File: src/rtl/key_debounce_bank.sv
// rtl/key_debounce_bank.sv - multi-channel push-button synchroniser/debouncer
//
// Purpose: conditions CHANNELS raw key pins into clean pressed levels plus
// one-cycle press/release pulses. Each channel is synchronised (2 flops),
// normalised so that 1 = pressed, then qualified by a four-state FSM that
// needs DEBOUNCE_CYCLES consecutive agreeing samples before accepting a change.
//
// Optional feature macro: KEY_AUTOREPEAT_EN
//   When defined, a held key emits extra key_press pulses REPEAT_DELAY cycles
//   after the accepted press and every REPEAT_PERIOD cycles thereafter.
//
// Ports:
//   CLOCK_50    in   1         sole clock, rising edge
//   reset_n     in   1         asynchronous active-low reset
//   key_raw     in   CHANNELS  unsynchronised raw key pins
//   key_level   out  CHANNELS  debounced state, 1 = pressed
//   key_press   out  CHANNELS  one-cycle pulse per accepted press / repeat
//   key_release out  CHANNELS  one-cycle pulse per accepted release
//   key_any     out  1         OR of key_level

module key_debounce_bank #(
  parameter int CHANNELS        = 2,
  parameter int DEBOUNCE_CYCLES = 1000000,
  parameter int ACTIVE_LOW      = 1,
  parameter int REPEAT_DELAY    = 25000000,
  parameter int REPEAT_PERIOD   = 5000000
) (
  input  logic                CLOCK_50,
  input  logic                reset_n,
  input  logic [CHANNELS-1:0] key_raw,
  output logic [CHANNELS-1:0] key_level,
  output logic [CHANNELS-1:0] key_press,
  output logic [CHANNELS-1:0] key_release,
  output logic                key_any
);

  localparam int CW = $clog2(DEBOUNCE_CYCLES) + 1;
  localparam logic [CW-1:0] DEB_LAST = CW'(DEBOUNCE_CYCLES - 1);

  localparam logic [1:0] S_RELEASED        = 2'd0;
  localparam logic [1:0] S_CONFIRM_PRESS   = 2'd1;
  localparam logic [1:0] S_PRESSED         = 2'd2;
  localparam logic [1:0] S_CONFIRM_RELEASE = 2'd3;

  // Raw pin value when the key is not pressed; synchroniser flops reset here
  // so a key held through reset is seen as a fresh press.
  localparam logic RAW_IDLE = (ACTIVE_LOW != 0);

  if (CHANNELS < 1 || CHANNELS > 32 || DEBOUNCE_CYCLES < 2 ||
      REPEAT_DELAY < 1 || REPEAT_PERIOD < 1) begin : g_param_check
    $error("key_debounce_bank: illegal parameter value");
  end

  assign key_any = |key_level;

  for (genvar i = 0; i < CHANNELS; i++) begin : g_ch
    logic          sync1_q, sync2_q;
    logic          s;
    logic [1:0]    state_q, state_d;
    logic [CW-1:0] cnt_q, cnt_d;
    logic          press_q, press_d;
    logic          release_q, release_d;

`ifdef KEY_AUTOREPEAT_EN
    localparam int RW = $clog2((REPEAT_DELAY > REPEAT_PERIOD) ? REPEAT_DELAY : REPEAT_PERIOD) + 1;
    localparam logic [RW-1:0] RPT_FIRST = RW'(REPEAT_DELAY - 1);
    localparam logic [RW-1:0] RPT_NEXT  = RW'(REPEAT_PERIOD - 1);
    logic [RW-1:0] rpt_q, rpt_d;
    logic          rpt_first_q, rpt_first_d;
`endif

    // Normalised sample: 1 = pressed regardless of board polarity.
    assign s = sync2_q ^ RAW_IDLE;

    always_comb begin
      state_d   = state_q;
      cnt_d     = cnt_q;
      press_d   = 1'b0;
      release_d = 1'b0;
`ifdef KEY_AUTOREPEAT_EN
      rpt_d       = rpt_q;
      rpt_first_d = rpt_first_q;
`endif
      case (state_q)
        S_RELEASED: begin
          if (s) begin
            state_d = S_CONFIRM_PRESS;
            cnt_d   = CW'(1);
          end
        end
        S_CONFIRM_PRESS: begin
          if (!s) begin
            state_d = S_RELEASED;
            cnt_d   = '0;
          end else if (cnt_q == DEB_LAST) begin
            state_d = S_PRESSED;
            cnt_d   = '0;
            press_d = 1'b1;
`ifdef KEY_AUTOREPEAT_EN
            rpt_d       = '0;
            rpt_first_d = 1'b1;
`endif
          end else begin
            cnt_d = cnt_q + CW'(1);
          end
        end
        S_PRESSED: begin
          if (!s) begin
            state_d = S_CONFIRM_RELEASE;
            cnt_d   = CW'(1);
          end
`ifdef KEY_AUTOREPEAT_EN
          // First interval is REPEAT_DELAY, later ones REPEAT_PERIOD.
          if (rpt_q == (rpt_first_q ? RPT_FIRST : RPT_NEXT)) begin
            press_d     = 1'b1;
            rpt_d       = '0;
            rpt_first_d = 1'b0;
          end else begin
            rpt_d = rpt_q + RW'(1);
          end
`endif
        end
        S_CONFIRM_RELEASE: begin
          // Repeat counter is frozen here; a bounce back resumes it.
          if (s) begin
            state_d = S_PRESSED;
            cnt_d   = '0;
          end else if (cnt_q == DEB_LAST) begin
            state_d   = S_RELEASED;
            cnt_d     = '0;
            release_d = 1'b1;
          end else begin
            cnt_d = cnt_q + CW'(1);
          end
        end
        default: begin
          state_d = S_RELEASED;
          cnt_d   = '0;
        end
      endcase
    end

    always_ff @(posedge CLOCK_50 or negedge reset_n) begin
      if (!reset_n) begin
        sync1_q   <= RAW_IDLE;
        sync2_q   <= RAW_IDLE;
        state_q   <= S_RELEASED;
        cnt_q     <= '0;
        press_q   <= 1'b0;
        release_q <= 1'b0;
`ifdef KEY_AUTOREPEAT_EN
        rpt_q       <= '0;
        rpt_first_q <= 1'b1;
`endif
      end else begin
        sync1_q   <= key_raw[i];
        sync2_q   <= sync1_q;
        state_q   <= state_d;
        cnt_q     <= cnt_d;
        press_q   <= press_d;
        release_q <= release_d;
`ifdef KEY_AUTOREPEAT_EN
        rpt_q       <= rpt_d;
        rpt_first_q <= rpt_first_d;
`endif
      end
    end

    // PRESSED and CONFIRM_RELEASE share state bit 1.
    assign key_level[i]   = state_q[1];
    assign key_press[i]   = press_q;
    assign key_release[i] = release_q;
  end

endmodule

File: config.mk
export PLATFORM = sky130hd
export DESIGN_NAME = key_debounce_bank
export DESIGN_NICKNAME = d
export VERILOG_FILES = /design/src/rtl/key_debounce_bank.sv
export SDC_FILE = /design/constraint.sdc
export NUM_CORES = 1
export LEC_CHECK = 0
export ABC_CLOCK_PERIOD_IN_PS = 2700
export CORE_ASPECT_RATIO = 1.2
export CORE_MARGIN = 5
export CORE_UTILIZATION = 55
export CTS_CLUSTER_DIAMETER = 100
export CTS_CLUSTER_SIZE = 14
export DETAILED_ROUTE_END_ITERATION = 12
export GPL_TIMING_DRIVEN = 0
export PLACE_DENSITY = 0.79
export SLEW_MARGIN = 20
export SYNTH_ARGS = -nofsm -noshare
export SYNTH_HDL_FRONTEND = slang
export SYNTH_SLANG_ARGS = --single-unit
File: constraint.sdc
create_clock -name CLOCK_50 -period 2.7 [get_ports CLOCK_50]
set_input_delay 0.54 -clock CLOCK_50 [delete_from_list [all_inputs] [get_ports CLOCK_50]]
set_output_delay 0.54 -clock CLOCK_50 [all_outputs]
set_load 0.01 [all_outputs]
* Word-level counts from Yosys, hierarchy flattened *
Cells that the tools add are included.

operators by class
  equal/unequal tests = 16
  reductions and logical operators = 7
  muxes and demuxes = 36
  add/subtract/negate cells = 2

operators by type and width
  kind                   number
  $mux 21                10
  $pmux 21 s4            2
  $add 21x1->21 const B  2
  $eq 21x20->1 const B   2
  $mux 2                 12
  $pmux 2 s4             2
  $ne 3x3->1 const B     4
  $mux 1                 10
  $eq 2x2->1 const B     4
  $ne 2x2->1 const B     4
  $reduce_and 4->1       2
  $eq 2x1->1 const B     2
  $logic_not 2->1        2
  $reduce_and 2->1       2
  $reduce_or 2->1        1

storage, ports and cells
  output and inout port bits = 7
  bits of input ports = 4
  word-level logic and storage cells = 73
  bits in registers = 54

* Depth between registers and ports, before layout *
  word-level depth = 4
  depth in mapped cells = 7
  depth with buffers taken out = 6

* Worst setup path after synthesis *
No wires, ideal clock.

  path kind = register to register
  start point = reg g_ch[0].cnt_q[13]
  end point = reg g_ch[0].cnt_q[14]
  clock period less this slack = 1.925 ns
  cell stages (with the launch flop) = 7
  arrival time = 1.807 ns
  slack = 0.775 ns
  cells stage by stage = dfrtp_1 -> or4_4 -> nor4_4 -> a21oi_2 -> buf_6 -> a21o_1 -> a21o_1

on the way
  longest elaborated chain between the ends = 4
  elaborated cells between the ends (all ways) = 6
  classes of those cells = 1 x add/sub; 1 x eq/ne; 4 x mux

ends and longest elaborated chain
  item                                           line     RTL
  from (decl)                                    60       logic [CW-1:0] cnt_q, cnt_d;
  from (signal assigned)                         159      cnt_q <= cnt_d;
  $add 21x1->21 or $eq 21x20->1 (tied branches)  --
  $mux 21 (*)                                    95, 128
  $mux 21 (on tied branches)                     125, 92
  $pmux 21 s4 (*)                                84       case (state_q)

Mark *: on every way between the ends. The rest lies on a longest branch, timed or not.
A chain may end at the register's enable or synchronous reset.

==> results_tabular.tex <==
\begin{tabular}{lr}
\hline
Metric & Value \\
\hline
\multicolumn{2}{l}{\textbf{Clock tree}} \\
\quad TritonCTS Sinks & 54 \\
\quad Setup bufs post-CTS & 0 \\
\quad Clock latency reported for the late side of the worst-skew pair & roughly 0.31 ns \\
\quad Cts bufs inserted & 5 \\
\quad Clock tree from TritonCTS & done \\
\quad Clock root cell & sky130\_fd\_sc\_hd\_\_clkbuf\_8 \\
\quad Worst-path clk slew & 0.09 ns \\
\quad Number of gates resized after cts & 0 \\
\quad Maximum clock path buffer count & 2 \\
\quad Clock H-tree levels & 2 \\
\quad Quantity of hold-fixing buffers added after cts & 0 \\
\multicolumn{2}{l}{\textbf{Routing}} \\
\quad Average wire per standard cell & about 16 um \\
\quad Number of detailed-routing iterations run before antenna repair & 5 \\
\quad Routed via count & roughly 2500 \\
\quad \# DRC & 0 \\
\quad Drt initial violations & 185 \\
\quad Final Routed Wirelength & around 6300 um \\
\quad Via density & between 6 and 7 \\
\quad Antenna Violating Nets Remaining & 0 \\
\multicolumn{2}{l}{\textbf{Global routing}} \\
\quad Number of antenna violations at the first check in global routing & 0 \\
\quad First-pass GRT wire length & between 10000 and 15000 um \\
\quad Global route overflow & 0 \\
\quad Global router's overall resource usage & between 10\% and 20\% \\
\quad Via count of the first global-routing pass & 2381 \\
\quad Pin count of the biggest net entering global routing & 55 \\
\multicolumn{2}{l}{\textbf{Placed design}} \\
\quad Half-perimeter wire length of the detailed placement result & roughly 4300 um \\
\quad Total instance count after detailed placement & 384 \\
\quad PortBufs & 10 \\
\quad Routability cong. & approximately 0.85 \\
\quad Placed Area & a little over 0.003 mm2 \\
\multicolumn{2}{l}{\textbf{Flow run}} \\
\quad Maximum capacitance violations & 0 \\
\multicolumn{2}{l}{\textbf{Worst setup path}} \\
\quad Data required time of the worst path & approximately 2.2 ns \\
\quad R2r endpoint & g\_ch[0].cnt\_q[17] \\
\quad Max incr delay on CP & approximately 0.49 ns \\
\quad Setup CP Type & reg2out \\
\quad Cells along the critical path & or2\_2 > clkdlybuf4s50\_1 \\
\quad Data arrival time at the worst-slack endpoint & around 1.6 ns \\
\quad Number of cells on the worst reg-to-reg path & 6 \\
\quad Kind of start point of the critical path & flop \\
\quad Reg-to-reg setup timing slack & roughly 0.58 ns \\
\quad Maximum fanout count along the critical path & 6 \\
\quad Critical Path Slowest Stage Cell & sky130\_fd\_sc\_hd\_\_dfrtp\_1 \\
\quad Kind of end point of the critical path & output pin \\
\quad Reg-to-reg critical path startpoint & g\_ch[0].cnt\_q[9] \\
\multicolumn{2}{l}{\textbf{Cells and area}} \\
\quad Number of inserted diodes & 0 \\
\quad Area added between synthesis and finish & 9.89\% \\
\quad Total Nets Final & 335 \\
\quad Number of standard cells in the final layout excluding fillers & just under 400 \\
\quad Final instance area & between 0.003 and 0.004 mm2 \\
\quad Fraction of layout cells with a size suffix above 1 & approximately a tenth \\
\multicolumn{2}{l}{\textbf{Status}} \\
\quad Result of the run & completed \\
\multicolumn{2}{l}{\textbf{STA}} \\
\quad Portion of the clock cycle consumed by the worst path in the final layout & 79.4\% \\
\quad Number of endpoints with negative hold slack in the final report & 0 \\
\quad Worst max-slew margin expressed relative to the limit & 45.2\% \\
\quad Slew at the pin closest to its max-slew limit & 0.819 ns \\
\quad Final setup violation count & 0 \\
\quad Fmax & 467 MHz \\
\quad Fin. max-slew vios & 0 \\
\quad RSZ-0062 raised after global routing & false \\
\quad Minimum clock period after layout & about 2.1 ns \\
\quad Worst Skew & about 0.0077 ns \\
\multicolumn{2}{l}{\textbf{Synth}} \\
\quad Post-synthesis area per instance & between 9 and 10 um2 \\
\quad Netlist Area Pre-Place & 0.00289 mm2 \\
\quad Seq cells post-synth & 54 \\
\quad Syn nets & about 320 \\
\quad Post-synthesis instance total & about 310 \\
\quad Number of warnings issued by yosys & 0 \\
\quad Register area share after synthesis & between 40 and 50\% \\
\quad Count of cell types in the netlist & 43 \\
\multicolumn{2}{l}{\textbf{Die}} \\
\quad Floorplan die width & 76.1 um \\
\quad I/O pin total & 11 \\
\quad Starting density of the core & approximately 56\% \\
\quad DIE AREA & around 0.0068 mm2 \\
\quad Placement row count & 29 \\
\quad Core footprint & 0.00519 mm2 \\
\quad Die extent in y & 89.3 um \\
\multicolumn{2}{l}{\textbf{Worst hold path}} \\
\quad Path type of the worst min-delay path & in2async \\
\multicolumn{2}{l}{\textbf{Pwr}} \\
\quad Max IR drop VDD & around 0.50 mV \\
\quad Leakage power summed over all cells & 1.33 nW \\
\quad Total power density per cell area & 767 mW/mm2 \\
\hline
\end{tabular}
per-stage QoR:
stage / total power [mW] / worst slack [ns] / hold slack (ns) / utilization (%) / TNS [ns]
6_report: 2.43 / 0.558 / 0.255 / 61.1 / 0
5_1_grt: 2.61 / 0.333 / 0.295 / 61.1 / 0
3_5_place_dp: 1.90 / 0.618 / 0.349 / 59.0 / 0
2_1_floorplan: 1.62 / 0.775 / 0.244 / - / 0
3_3_place_gp: 1.88 / -0.522 / 0.346 / 59.0 / -26.00
4_1_cts: 2.44 / 0.537 / 0.273 / 61.1 / 0
state kept, by name, summed over array words and instances, names as in the netlist, named ones only:
signal,count
g_ch.cnt_q,42
g_ch.press_q,2
g_ch.release_q,2
g_ch.state_q,2
g_ch.sync1_q,2
g_ch.sync2_q,2
cell families after synthesis:
family	count (synthesis)	synth area share, %
DFF	54	47.0
xor gates and xnor gates	2	0.607
adders and majority gates	2	0.867
and+or+nand+nor	126	23.9
muxes	1	0.347
AOI/OAI and AO/OA	99	21.9
buffers and inverters	28	5.38
metal layers:
metal	global-route usage [%]	part of all wire, %	vias up
met2	36.3	52	79
met3	3.53	4.8	11
li1	-	-	1192
met1	22.6	41	1179
met5	0	0	-
met4	7.47	2.3	0
critical path, delay by kind of cell, from the launching register on:
family	cells	cell delay, ns
buf+inv	1	0.48
simple gates	1	0.33
flops	1	0.49
how the worst max path moves through the flow:
stage                            startpoint           endpoint  slack, ns  cells after the start
after floorplan           g_ch[0].cnt_q[13]  g_ch[0].cnt_q[14]       0.77                      6
after global placement              reset_n   g_ch[1].cnt_q[4]      -0.52                      1
after detailed placement   g_ch[0].cnt_q[9]  g_ch[0].cnt_q[17]       0.62                      6
after CTS                              flop            key_any       0.54                      2
after global routing       g_ch[0].cnt_q[9]  g_ch[0].cnt_q[17]       0.33                      6
final                                  flop            key_any       0.56                      2
Yosys cell counts, drive strengths merged:
library cell  number  area, um2
and3               5       31.3
or4b               1       10.0
ha                 2       25.0
a21o              11       82.6
nand3             22        110
buf               13       98.8
nand2             33        124
a21boi             3       22.5
nand4             11       68.8
clkbuf             7       26.3
dfrtp             50       1250
a22oi              4       30.0
and4               3       26.3
and2               2       12.5
a22o               4       35.0
inv                8       30.0
nand4bb            1       11.3
nor3b              1       7.51
nor4               5       52.6
xnor2              2       17.5
dfstp              4        105
or2                4       25.0
mux2i              1       10.0
nor2              16       60.1
nor4b              1       23.8
o41ai              1       8.76
a41oi              7       61.3
o31ai              3       22.5
nand4b             1       8.76
nand2b             3       18.8
o21ai             18       90.1
o21a               3       22.5
a21oi             25        133
or4                1       11.3
a31oi             20        125
or3                5       31.3
nor3              11       55.1
cell usage in the layout, fill, tap and decap left out, types with 7 or more instances in the layout:
| cell type | Yosys | final |
|---|---|---|
| sky130_fd_sc_hd__dfrtp_1 | 50 | 50 |
| sky130_fd_sc_hd__nand2_1 | 33 | 33 |
| sky130_fd_sc_hd__a21oi_1 | 23 | 23 |
| sky130_fd_sc_hd__nand3_1 | 22 | 22 |
| sky130_fd_sc_hd__a31oi_1 | 20 | 20 |
| sky130_fd_sc_hd__o21ai_0 | 17 | 17 |
| sky130_fd_sc_hd__nor2_1 | 16 | 16 |
| sky130_fd_sc_hd__nand4_1 | 11 | 11 |
| sky130_fd_sc_hd__nor3_1 | 11 | 11 |
| sky130_fd_sc_hd__a21o_1 | 11 | 11 |
| sky130_fd_sc_hd__clkdlybuf4s50_1 | 0 | 9 |
| sky130_fd_sc_hd__clkbuf_1 | 7 | 8 |
| sky130_fd_sc_hd__inv_1 | 8 | 8 |
| sky130_fd_sc_hd__a41oi_1 | 7 | 7 |
| sky130_fd_sc_hd__buf_4 | 6 | 7 |
where the power goes:
| part | internal (mW) | switching, mW |
|---|---|---|
| clock network | 0.277 | 0.262 |
| registers | 0.887 | 0.121 |
| logic | 0.346 | 0.538 |
| total | 1.51 | 0.921 |
layout make-up:
class,count,area (um2)
inverter,8,30.0
buffer,20,125
clock inverter,2,37.5
tap,62,77.6
fill,439,2020
clock buffer,6,72.6
multi-input combinational,230,1370
timing repair buffer,10,97.6
sequential,54,1360
No activity file was read; power rests on OpenSTA's default activity.
